<file path="src/rtl/ifetch_if.sv">
// Fetch-controller bundle: PC register write side, instruction memory port and core handshake.
interface ifetch_if #(
   parameter int unsigned XLEN = 32
);
   localparam int unsigned ILEN = 32;

   logic [XLEN-1:0] pc_cur;
   logic            pc_write;
   logic [XLEN-1:0] pc_in;
   logic            imem_req;
   logic [XLEN-1:0] imem_addr;
   logic            imem_ready;
   logic [ILEN-1:0] imem_rdata;
   logic            instr_valid;
   logic [ILEN-1:0] instr;
   logic [XLEN-1:0] instr_pc;
   logic            instr_ready;
   logic            redirect_valid;
   logic [XLEN-1:0] redirect_target;
   logic            misalign_err;

   modport master (
      input  pc_cur, imem_ready, imem_rdata, instr_ready, redirect_valid, redirect_target,
      output pc_write, pc_in, imem_req, imem_addr, instr_valid, instr, instr_pc, misalign_err
   );

   modport slave (
      output pc_cur, imem_ready, imem_rdata, instr_ready, redirect_valid, redirect_target,
      input  pc_write, pc_in, imem_req, imem_addr, instr_valid, instr, instr_pc, misalign_err
   );
endinterface

</file>
<file path="src/rtl/ifetch_ctrl.sv">
// Instruction fetch controller: loads the PC register, fetches from imem, hands words to the core.
// Define IFETCH_MISALIGN_EN to trap misaligned redirects to TRAP_VECTOR with a misalign_err pulse.
module ifetch_ctrl #(
   parameter int unsigned     XLEN         = 32,
   parameter logic [XLEN-1:0] RESET_VECTOR = XLEN'(32'h0000_0000)
`ifdef IFETCH_MISALIGN_EN
   ,parameter logic [XLEN-1:0] TRAP_VECTOR = XLEN'(32'h0000_0200)
`endif
) (
   input logic      clk,
   input logic      rst,
   ifetch_if.master bus
);

   localparam int unsigned     ILEN = 32;
   localparam logic [ILEN-1:0] NOP  = ILEN'(32'h0000_0013);

   typedef enum logic [1:0] {
      S_BOOT  = 2'd0,
      S_FETCH = 2'd1,
      S_HOLD  = 2'd2
   } state_e;

   state_e          state_q, state_d;
   logic [ILEN-1:0] instr_q, instr_d;
   logic [XLEN-1:0] instr_pc_q, instr_pc_d;
   logic            instr_valid_q, instr_valid_d;

   logic            pc_write_c;
   logic [XLEN-1:0] pc_in_c;
   logic            imem_req_c;
   logic            consume_c;
   logic [XLEN-1:0] next_pc_c;

`ifdef IFETCH_MISALIGN_EN
   logic            misalign_c;
   logic            misalign_q;
`endif

   // Next PC after a consume: redirect wins over the sequential +4 (modulo 2^XLEN)
   always_comb begin
`ifdef IFETCH_MISALIGN_EN
      misalign_c = 1'b0;
`endif
      if (!bus.redirect_valid) begin
         next_pc_c = instr_pc_q + XLEN'(4);
`ifdef IFETCH_MISALIGN_EN
      end else if (bus.redirect_target[1:0] != 2'b00) begin
         next_pc_c  = TRAP_VECTOR;
         misalign_c = 1'b1;
`endif
      end else begin
         next_pc_c = bus.redirect_target & ~XLEN'(3);
      end
   end

   // Next-state and PC/memory control
   always_comb begin
      state_d       = state_q;
      instr_d       = instr_q;
      instr_pc_d    = instr_pc_q;
      instr_valid_d = instr_valid_q;
      pc_write_c    = 1'b0;
      pc_in_c       = RESET_VECTOR;
      imem_req_c    = 1'b0;
      consume_c     = 1'b0;

      unique case (state_q)
         S_BOOT: begin
            pc_write_c = 1'b1;
            pc_in_c    = RESET_VECTOR;
            state_d    = S_FETCH;
         end
         S_FETCH: begin
            imem_req_c = 1'b1;
            if (bus.imem_ready) begin
               instr_d       = bus.imem_rdata;
               instr_pc_d    = bus.pc_cur;
               instr_valid_d = 1'b1;
               state_d       = S_HOLD;
            end
         end
         S_HOLD: begin
            if (bus.instr_ready) begin
               consume_c     = 1'b1;
               pc_write_c    = 1'b1;
               pc_in_c       = next_pc_c;
               instr_valid_d = 1'b0;
               state_d       = S_FETCH;
            end
         end
         default: begin
            state_d = S_BOOT;
         end
      endcase
   end

   always_ff @(posedge clk or posedge rst) begin
      if (rst) begin
         state_q       <= S_BOOT;
         instr_q       <= NOP;
         instr_pc_q    <= '0;
         instr_valid_q <= 1'b0;
      end else begin
         state_q       <= state_d;
         instr_q       <= instr_d;
         instr_pc_q    <= instr_pc_d;
         instr_valid_q <= instr_valid_d;
      end
   end

`ifdef IFETCH_MISALIGN_EN
   // One-cycle pulse following a trapped misaligned redirect
   always_ff @(posedge clk or posedge rst) begin
      if (rst) begin
         misalign_q <= 1'b0;
      end else begin
         misalign_q <= consume_c & misalign_c;
      end
   end

   assign bus.misalign_err = misalign_q;
`else
   assign bus.misalign_err = 1'b0;
`endif

   assign bus.pc_write    = pc_write_c;
   assign bus.pc_in       = pc_in_c;
   assign bus.imem_req    = imem_req_c;
   assign bus.imem_addr   = bus.pc_cur;
   assign bus.instr_valid = instr_valid_q;
   assign bus.instr       = instr_q;
   assign bus.instr_pc    = instr_pc_q;

endmodule

</file>
<file path="src/flat_wrapper.sv">
// flat-port wrapper written by rule: the top's interface ports become plain ports
module ifetch_ctrl_flat 
#(
   parameter int unsigned     XLEN         = 32,
   parameter logic [XLEN-1:0] RESET_VECTOR = XLEN'(32'h0000_0000)

)
  (clk, rst, bus_pc_cur, bus_imem_ready, bus_imem_rdata, bus_instr_ready, bus_redirect_valid, bus_redirect_target, bus_pc_write, bus_pc_in, bus_imem_req, bus_imem_addr, bus_instr_valid, bus_instr, bus_instr_pc, bus_misalign_err);
  ifetch_if #(.XLEN(XLEN)) bus_i ();
  input logic clk;
  input logic rst;
  input wire logic [$bits(bus_i.pc_cur)-1:0] bus_pc_cur;
  input wire logic [$bits(bus_i.imem_ready)-1:0] bus_imem_ready;
  input wire logic [$bits(bus_i.imem_rdata)-1:0] bus_imem_rdata;
  input wire logic [$bits(bus_i.instr_ready)-1:0] bus_instr_ready;
  input wire logic [$bits(bus_i.redirect_valid)-1:0] bus_redirect_valid;
  input wire logic [$bits(bus_i.redirect_target)-1:0] bus_redirect_target;
  output wire logic [$bits(bus_i.pc_write)-1:0] bus_pc_write;
  output wire logic [$bits(bus_i.pc_in)-1:0] bus_pc_in;
  output wire logic [$bits(bus_i.imem_req)-1:0] bus_imem_req;
  output wire logic [$bits(bus_i.imem_addr)-1:0] bus_imem_addr;
  output wire logic [$bits(bus_i.instr_valid)-1:0] bus_instr_valid;
  output wire logic [$bits(bus_i.instr)-1:0] bus_instr;
  output wire logic [$bits(bus_i.instr_pc)-1:0] bus_instr_pc;
  output wire logic [$bits(bus_i.misalign_err)-1:0] bus_misalign_err;
  assign bus_i.pc_cur = bus_pc_cur;
  assign bus_i.imem_ready = bus_imem_ready;
  assign bus_i.imem_rdata = bus_imem_rdata;
  assign bus_i.instr_ready = bus_instr_ready;
  assign bus_i.redirect_valid = bus_redirect_valid;
  assign bus_i.redirect_target = bus_redirect_target;
  assign bus_pc_write = bus_i.pc_write;
  assign bus_pc_in = bus_i.pc_in;
  assign bus_imem_req = bus_i.imem_req;
  assign bus_imem_addr = bus_i.imem_addr;
  assign bus_instr_valid = bus_i.instr_valid;
  assign bus_instr = bus_i.instr;
  assign bus_instr_pc = bus_i.instr_pc;
  assign bus_misalign_err = bus_i.misalign_err;
  ifetch_ctrl #(.XLEN(XLEN), .RESET_VECTOR(RESET_VECTOR)) u_core (.clk(clk), .rst(rst), .bus(bus_i));
endmodule
</file>
<file path="config.mk">
export PLATFORM = sky130hd
export DESIGN_NAME = ifetch_ctrl_flat
export DESIGN_NICKNAME = d
export VERILOG_FILES = /design/src/rtl/ifetch_if.sv /design/src/rtl/ifetch_ctrl.sv /design/src/flat_wrapper.sv
export SDC_FILE = /design/constraint.sdc
export NUM_CORES = 1
export LEC_CHECK = 0
export ABC_CLOCK_PERIOD_IN_PS = 2500
export BUFFER_PORTS_ARGS = -buffer_cell sky130_fd_sc_hd__buf_4
export CAP_MARGIN = 40
export CORE_AREA = 2 2 100 102
export CTS_BUF_LIST = sky130_fd_sc_hd__clkbuf_8
export DETAILED_ROUTE_END_ITERATION = 10
export DIE_AREA = 0 0 102 104
export GPL_ROUTABILITY_DRIVEN = 1
export PLACE_DENSITY = 0.71
export SETUP_SLACK_MARGIN = 0.1
export SYNTH_ARGS = -nofsm -noshare
export SYNTH_HDL_FRONTEND = slang
export SYNTH_SLANG_ARGS = --single-unit
</file>
<file path="constraint.sdc">
create_clock -name clk -period 2.5 [get_ports clk]
set_input_delay 0.375 -clock clk [delete_from_list [all_inputs] [get_ports clk]]
set_output_delay 0.375 -clock clk [all_outputs]
set_load 0.01 [all_outputs]
</file>
==> results of run 1 <==
-- power groups by stage --
stage	Sequential, W	Clock [W]	Combinational (W)
after CTS	0.00221	0.000816	0.00301
after detailed placement	0.00224	0	0.00284
after global placement	0.00220	0	0.00280
after global routing	0.00230	0.000864	0.00320
after floorplan	0.00240	0	0.00127
final	0.00221	0.000792	0.00297
-- metal layers --
layer	global-route usage (%)	up-vias	routed length, um
met5	0	-	0
met4	5.52	0	101
met3	4.70	8	804
met2	34.5	135	5510
met1	22.2	1567	4100
li1	-	1560	-
-- kinds of logic after synthesis --
group | after synthesis | share of synthesized area [%]
flops | 67 | 45.1
other cells | 1 | 0.101
buf+inv | 54 | 8.97
simple gates | 71 | 11.3
mux | 68 | 20.4
xor+xnor | 28 | 6.59
fa+ha+maj | 1 | 0.336
compound gates | 48 | 7.16
-- worst max-delay path, delay by kind of cell, from the launching register on --
kind                   cells  cell delay (ns)
AND/OR/NAND/NOR            3             0.62
buffers and inverters      2             0.33
AO/OA/AOI/OAI              1             0.17
XOR/XNOR                   1             0.18
flip-flops                 1             0.43
-- final cells by class --
| cell class | instances | area, um^2 |
|---|---|---|
| fill | 836 | 3910 |
| timing repair buffer | 246 | 1860 |
| multi-input combinational | 217 | 1740 |
| sequential | 67 | 1690 |
| tap | 133 | 166 |
| clock buffer | 9 | 124 |
| clock inverter | 7 | 46.3 |
| inverter | 4 | 15.0 |
-- state kept, by name, indices dropped and copies added (netlist names) --
signal / count
u_core.bus.instr: 32
u_core.bus.instr_pc: 32
u_core.state_q: 2
u_core.bus.instr_valid: 1
-- through the flow --
| stage | setup WS (ns) | total power (W) | utilization (%) | TNS [ns] | cell area (um^2) |
|---|---|---|---|---|---|
| floorplan | 0.338 | 0.00367 | - | 0 | 3720 |
| global placement | 0.242 | 0.00500 | 56.1 | 0 | 5360 |
| detailed placement | 0.200 | 0.00509 | 56.1 | 0 | 5360 |
| CTS | 0.0438 | 0.00603 | 58.9 | 0 | 5630 |
| global route | -0.0618 | 0.00636 | 59.1 | -0.183 | 5640 |
| finish | 0.0714 | 0.00597 | 59.1 | 0 | 5640 |
-- path summary, 6_finish.rpt --
| kind | end | slack [ns] | cells past startpoint | start |
|---|---|---|---|---|
| setup / recovery | bus_pc_in[31] | 0.07 | 7 | u_core.bus.instr_pc[4]$_DFFE_PP0P_ |
| hold / removal | u_core.bus.instr[18]$_DFFE_PP0P_ | 0.13 | 2 | rst |
| setup reg to reg | u_core.bus.instr_pc[18]$_DFFE_PP0P_ | 0.78 | 4 | u_core.state_q[0]$_DFFE_PP0P_ |
| hold reg to reg | u_core.bus.instr_valid$_DFFE_PP0P_ | 0.50 | 2 | u_core.bus.instr_valid$_DFFE_PP0P_ |
| max in group asynchronous | u_core.bus.instr[0]$_DFFE_PP1P_ | 1.65 | 3 | rst |
| min in group clk | u_core.state_q[0]$_DFFE_PP0P_ | 0.24 | 2 | bus_imem_ready |
-- layout by cell type (no fill, tap or decap), types with 8 or more instances in the layout --
cell type	synthesis	final
a21oi_1	22	22
buf_4	33	242
clkbuf_8	0	9
dfrtp_1	64	57
mux2_2	64	64
nand2_1	9	8
nand3_1	14	13
nand4_1	10	10
nor2_1	17	17
o21ai_0	21	21
xnor2_1	10	9
xor2_1	18	18
-- what timing repair did --
item                       in CTS  in global routing
gates cloned                    1                  0
pin swaps                       3                  3
setup endpoints to repair      18                 18
setup buffers                   8                  1
resized for setup              14                  2
==> results_dict.tcl, run 1 <==
set metrics [dict create \
    run_status "finished clean" \
    grt_first_pass_wirelength_um 16000 \
    route.final.wire_length_um 10500 \
    cellInternalPower_w 0.00373 \
    initial_core_util_pct 39.0 \
    max_clock_freq_mhz 412 \
    number_of_antenna_violations_at_the_first_check_in_global_routing 0 \
    post_drt_wl_per_cell_um 15.4 \
    criticalPathCategory "flip-flop to output pin" \
    max-vdd-ir-drop_mv 0.652 \
    die_width_um 102 \
    detailedPlacementHpwl_um 7950 \
    drt-vias-per-instance 4.79 \
    clock_tree.htree_level_count 3 \
    critical_path.max_stage_delay_ns 0.43 \
    power.share.combinational_pct 49.7 \
    dr.first_iter.drc_count 70 \
    clk_latency_ns 0.33 \
    cts_tree "yes" \
    nNetsFinal 647 \
    ys_top_cells_by_count "64 x dfrtp_1, 64 x mux2_2, 33 x buf_4" \
    synthArstFlopShare_pct 100 \
    ctsHoldBuffers 0 \
    synth_top_cells_by_area "dfrtp_1 43%, mux2_2 19%, buf_4 6.7%, xor2_1 4.2%, a21oi_1 3.0%" \
    sequentialPowerShare_pct 37.0 \
    power.share.switching_pct 37.5 \
    cap_viol_max_count 0 \
    postSynth.topFlopCell "dfrtp_1" \
    drt_drc_violations_left 0 \
    switching_power_w 0.00224 \
    final.min_clock_period_ns 2.43 \
    post-route-period-util_pct 97.1 \
    place.port_buffers 229 \
    synthCells 338 \
    critical-path-slowest-cell "dfrtp_2" \
    n_antenna_cell 0 \
    maxSlewViolCount 0 \
    rsz0062_at_grt "yes" \
    cp_max_fo 9 \
    pin_count 233 \
    finalHoldViolCount 0 \
    syn-num-nets 440 \
    p_leak_nw 2.65 \
    warning_count_from_the_yosys_run 0 \
    synth_sequential_area_ratio_pct 45.1 \
    grt_max_degree 48 \
    cts_num_sinks 67 \
    synth_area_per_cell_um2 11.0 \
    dieArea_um2 10600 \
    grt_pass1_vias 3175 \
    gp_congestion 0.759 \
    clkSlewWorstSetupHoldPaths_ns 0.08 \
    finalSetupViolCount 0 \
    syn_area_um2 3720 \
    share_of_post_route_cells_with_drive_strength_above_1_pct 63.8 \
    hold_slack_ns 0.131 \
    rows 36 \
    path_cells "and4_4 > nor4b_4 > buf_6 > nand4_1 > xor2_1 > o31ai_2 > buf_4" \
    timing.critical_path.required_ns 2.12 \
    placeableCoreArea_um2 9550 \
    cts.root.buffer_cell "clkbuf_8" \
    crit_arrival_ns 2.05 \
    holdCritPathClass "input pin to asynchronous set/reset pin" \
    placed_cell_count 657 \
    die_height_um 104 \
    synth-edff-count 0 \
    grt_use_total_pct 19.2 \
    route.vias.total 3270 \
    max-slew-margin-rel_pct 56.0 \
    startpoint_type "flip-flop" \
    stdcell_count 683 \
    post_synthesis_cell_type_with_the_largest_combined_area "dfrtp_1" \
    end_kind "output pin" \
    tightest_slew_ns 0.659 \
    yosysUniqueCellTypes 34 \
    area_delta_synth_final_pct 51.6 \
    clock_power_share_pct 13.3 \
    max-clock-path-buffers 2 \
    cts_buf_count 9 \
    yosys.area.top_type_share_pct 43.0 \
    ant_nets 0 \
    timing.clock.skew_ns 0.0117 \
    dr.pass1.iters 5 \
    global_route.overflow_total 0 \
    powerDensity_nw_per_um2 1060 \
    synth-seq-cells 67 \
]
Note: power is estimated with default switching activity, not from simulation.
==> inputs of run 2 (changes only) <==
--- a/config.mk
+++ b/config.mk
@@ -5,15 +5,16 @@
 export SDC_FILE = /design/constraint.sdc
 export NUM_CORES = 1
 export LEC_CHECK = 0
+export ABC_AREA = 1
 export ABC_CLOCK_PERIOD_IN_PS = 2500
 export BUFFER_PORTS_ARGS = -buffer_cell sky130_fd_sc_hd__buf_4
 export CAP_MARGIN = 40
-export CORE_AREA = 2 2 100 102
+export CORE_AREA = 2 2 105 107
 export CTS_BUF_LIST = sky130_fd_sc_hd__clkbuf_8
 export DETAILED_ROUTE_END_ITERATION = 10
-export DIE_AREA = 0 0 102 104
+export DIE_AREA = 0 0 107 109
 export GPL_ROUTABILITY_DRIVEN = 1
-export PLACE_DENSITY = 0.71
+export PLACE_DENSITY = 0.69
 export SETUP_SLACK_MARGIN = 0.1
 export SYNTH_ARGS = -nofsm -noshare
 export SYNTH_HDL_FRONTEND = slang
==> results_dict.tcl, run 2 <==
set metrics [dict create \
    nFillCells 995 \
    area.sequential_um2 1690 \
    gp_congestion 0.903 \
    criticalPathCategory "flip-flop to output pin" \
    path_cells "nand2_1 > nor2_1 > nand2_1 > nor2_1 > nand2_1 > nand2_1 > nand3_1 > nand2_1 > inv_1 > buf_4" \
    clk_latency_ns 0.35 \
    critPathMostFrequentCell "nand2_1" \
    clkSlewWorstSetupHoldPaths_ns 0.08 \
    post-route-period-util_pct 90.9 \
    share_of_post_route_cells_with_drive_strength_above_1_pct 44.5 \
    cts_tree "yes" \
    global_route.overflow_total 0 \
    grt_first_pass_wirelength_um 19900 \
    area_delta_synth_final_pct 47.7 \
    initial_core_util_pct 38.8 \
    warning_count_from_the_yosys_run 0 \
    clock_tree.htree_level_count 3 \
    cts.root.buffer_cell "clkbuf_8" \
    dr.pass1.iters 4 \
    number_of_antenna_violations_at_the_first_check_in_global_routing 0 \
    critical_path.max_stage_delay_ns 0.43 \
    layout_common_cells "237 x buf_4, 103 x nand2_1, 101 x nor2_1, 59 x dfrtp_1, 53 x inv_1" \
    pin_count 233 \
    sequentialPowerShare_pct 33.8 \
    finalSetupViolCount 0 \
    r2r_start "u_core.state_q[0]$_DFFE_PP0P_" \
    finalHoldViolCount 0 \
    met3_usage_pct 6.75 \
    cts_buf_count 9 \
    use_met1_pct 24.7 \
    startpoint_type "flip-flop" \
    detailedPlacementHpwl_um 10100 \
    drt_drc_violations_left 0 \
    grt_use_total_pct 22.0 \
    cts_num_sinks 67 \
    crit_arrival_ns 1.90 \
    cap_viol_max_count 0 \
    synth_sequential_area_ratio_pct 40.8 \
    synth_area_per_cell_um2 7.65 \
    p_leak_nw 3.22 \
    grt_pass1_vias 4106 \
    clock_power_share_pct 14.2 \
    maxSlewViolCount 0 \
    max-vdd-ir-drop_mv 0.757 \
    max-clock-path-buffers 2 \
    power.share.combinational_pct 52.0 \
    placeableCoreArea_um2 10600 \
    setup_total_neg_slack_ns 0 \
    crit_buf_inv 2 \
    route.final.wire_length_um 12800 \
    powerDensity_nw_per_um2 1070 \
    power.share.switching_pct 41.6 \
    max-slew-margin-rel_pct 60.5 \
    synthCells 538 \
    run_status "finished clean" \
    end_kind "output pin" \
    grt_max_degree 43 \
    syn-num-nets 640 \
    n_antenna_cell 0 \
    post_drt_wl_per_cell_um 14.5 \
    post_synthesis_cell_type_with_the_largest_combined_area "dfrtp_1" \
    synthArstFlopShare_pct 100 \
    yosys.area.top_type_share_pct 38.9 \
    nNetsFinal 839 \
    rows 38 \
    dieArea_um2 11700 \
    final_util_pct 57.3 \
    most_frequent_cell_after_synthesis "nor2_1" \
    die_height_um 109 \
    ys_top_cells_by_count "108 x nor2_1, 105 x nand2_1, 64 x dfrtp_1" \
    ctsHoldBuffers 0 \
    die_width_um 107 \
    critical-path-slowest-cell "dfrtp_1" \
    ant_nets 0 \
    cp_max_fo 5 \
    drt-vias-per-instance 4.66 \
    multi_input_area_um2 2000 \
    layout_commonest_cell "buf_4" \
    rsz0062_at_grt "yes" \
    place.port_buffers 229 \
    max_clock_freq_mhz 440 \
    dr.first_iter.drc_count 177 \
    postSynth.topFlopCell "dfrtp_1" \
    holdCritPathClass "input pin to asynchronous set/reset pin" \
    timing.clock.skew_ns 0.00901 \
    globalRoute.busiestLayer "met2" \
    tightest_slew_ns 0.592 \
    timing.critical_path.required_ns 2.12 \
    syn_area_um2 4110 \
    globalRouteMet2Util_pct 39.7 \
    final.min_clock_period_ns 2.27 \
    route.vias.total 4112 \
    synth-edff-count 0 \
    yosysUniqueCellTypes 29 \
    synth_top_cells_by_area "dfrtp_1 39%, mux2_2 12%, nor2_1 9.9%, nand2_1 9.6%, buf_4 6.0%" \
    path_delay_family "simple AND/OR/NAND/NOR gates" \
    synth-seq-cells 67 \
    crit_start "u_core.bus.instr_pc[9]$_DFFE_PP0P_" \
    switching_power_w 0.00270 \
    cellInternalPower_w 0.00378 \
]
run 2: worst paths after layout:
check                                                     endpoint  slack (ns)  cells past startpoint
worst min register to register  u_core.bus.instr_valid$_DFFE_PP0P_        0.50                      2
min in group clk                     u_core.state_q[1]$_DFFE_PP0P_        0.21                      2
worst max-delay path                                 bus_pc_in[23]        0.23                     10
worst max register to register     u_core.bus.instr[5]$_DFFE_PP0P_        0.80                      5
max in group asynchronous          u_core.bus.instr[0]$_DFFE_PP1P_        1.72                      3
worst min-delay path              u_core.bus.instr[16]$_DFFE_PP0P_        0.08                      2
run 2: routing by layer:
metal	share of wire (%)	vias to the layer above
li1	-	2055
met1	39	1891
met2	51	150
met3	8.4	16
met4	1.6	0
met5	0	-
run 2: kinds of logic (layout without fill, tap and decap cells):
logic type	after synthesis	after routing	synth area share, %
multiplexers	43	43	11.8
buffers and inverters	106	310	13.0
XOR/XNOR	7	7	1.49
other	1	1	0.0912
adder cells (fa/ha/maj)	1	1	0.304
AND/OR/NAND/NOR	267	267	26.7
flip-flops	67	67	40.8
AO/OA/AOI/OAI	46	46	5.87
run 2: cell type report:
type                    instances  area share [%]
clock buffers                   9            2.04
clock inverters                 7            1.15
well taps                     140            2.88
multi-input cells             365            32.8
repair buffers                239            29.9
inverters                      55            3.40
flip-flops and latches         67            27.8
run 2: power by group through the flow:
stage / Combinational, W / Sequential [W] / Clock, W
global placement: 0.00319 / 0.00215 / 0
finish: 0.00336 / 0.00219 / 0.000922
detailed placement: 0.00324 / 0.00217 / 0
global route: 0.00368 / 0.00227 / 0.000981
floorplan: 0.00153 / 0.00232 / 0
CTS: 0.00330 / 0.00216 / 0.000943
run 2: metrics by stage:
step | cell area [um^2] | cells | power (W) | hold WS, ns | setup slack, ns
global placement | 5760 | 862 | 0.00534 | 0.459 | 0.395
finish | 6080 | 882 | 0.00647 | 0.0841 | 0.227
floorplan | 4110 | 538 | 0.00385 | 0.460 | 0.447
global route | 6080 | 882 | 0.00692 | 0.118 | 0.0468
detailed placement | 5760 | 862 | 0.00542 | 0.478 | 0.384
CTS | 5980 | 880 | 0.00640 | 0.0953 | 0.114
run 2: timing repair:
item                                    4_1_cts  5_1_grt
buffers inserted                              2        2
resized for setup                             3       24
pin swaps                                     0        5
endpoints found under the setup margin        9       20
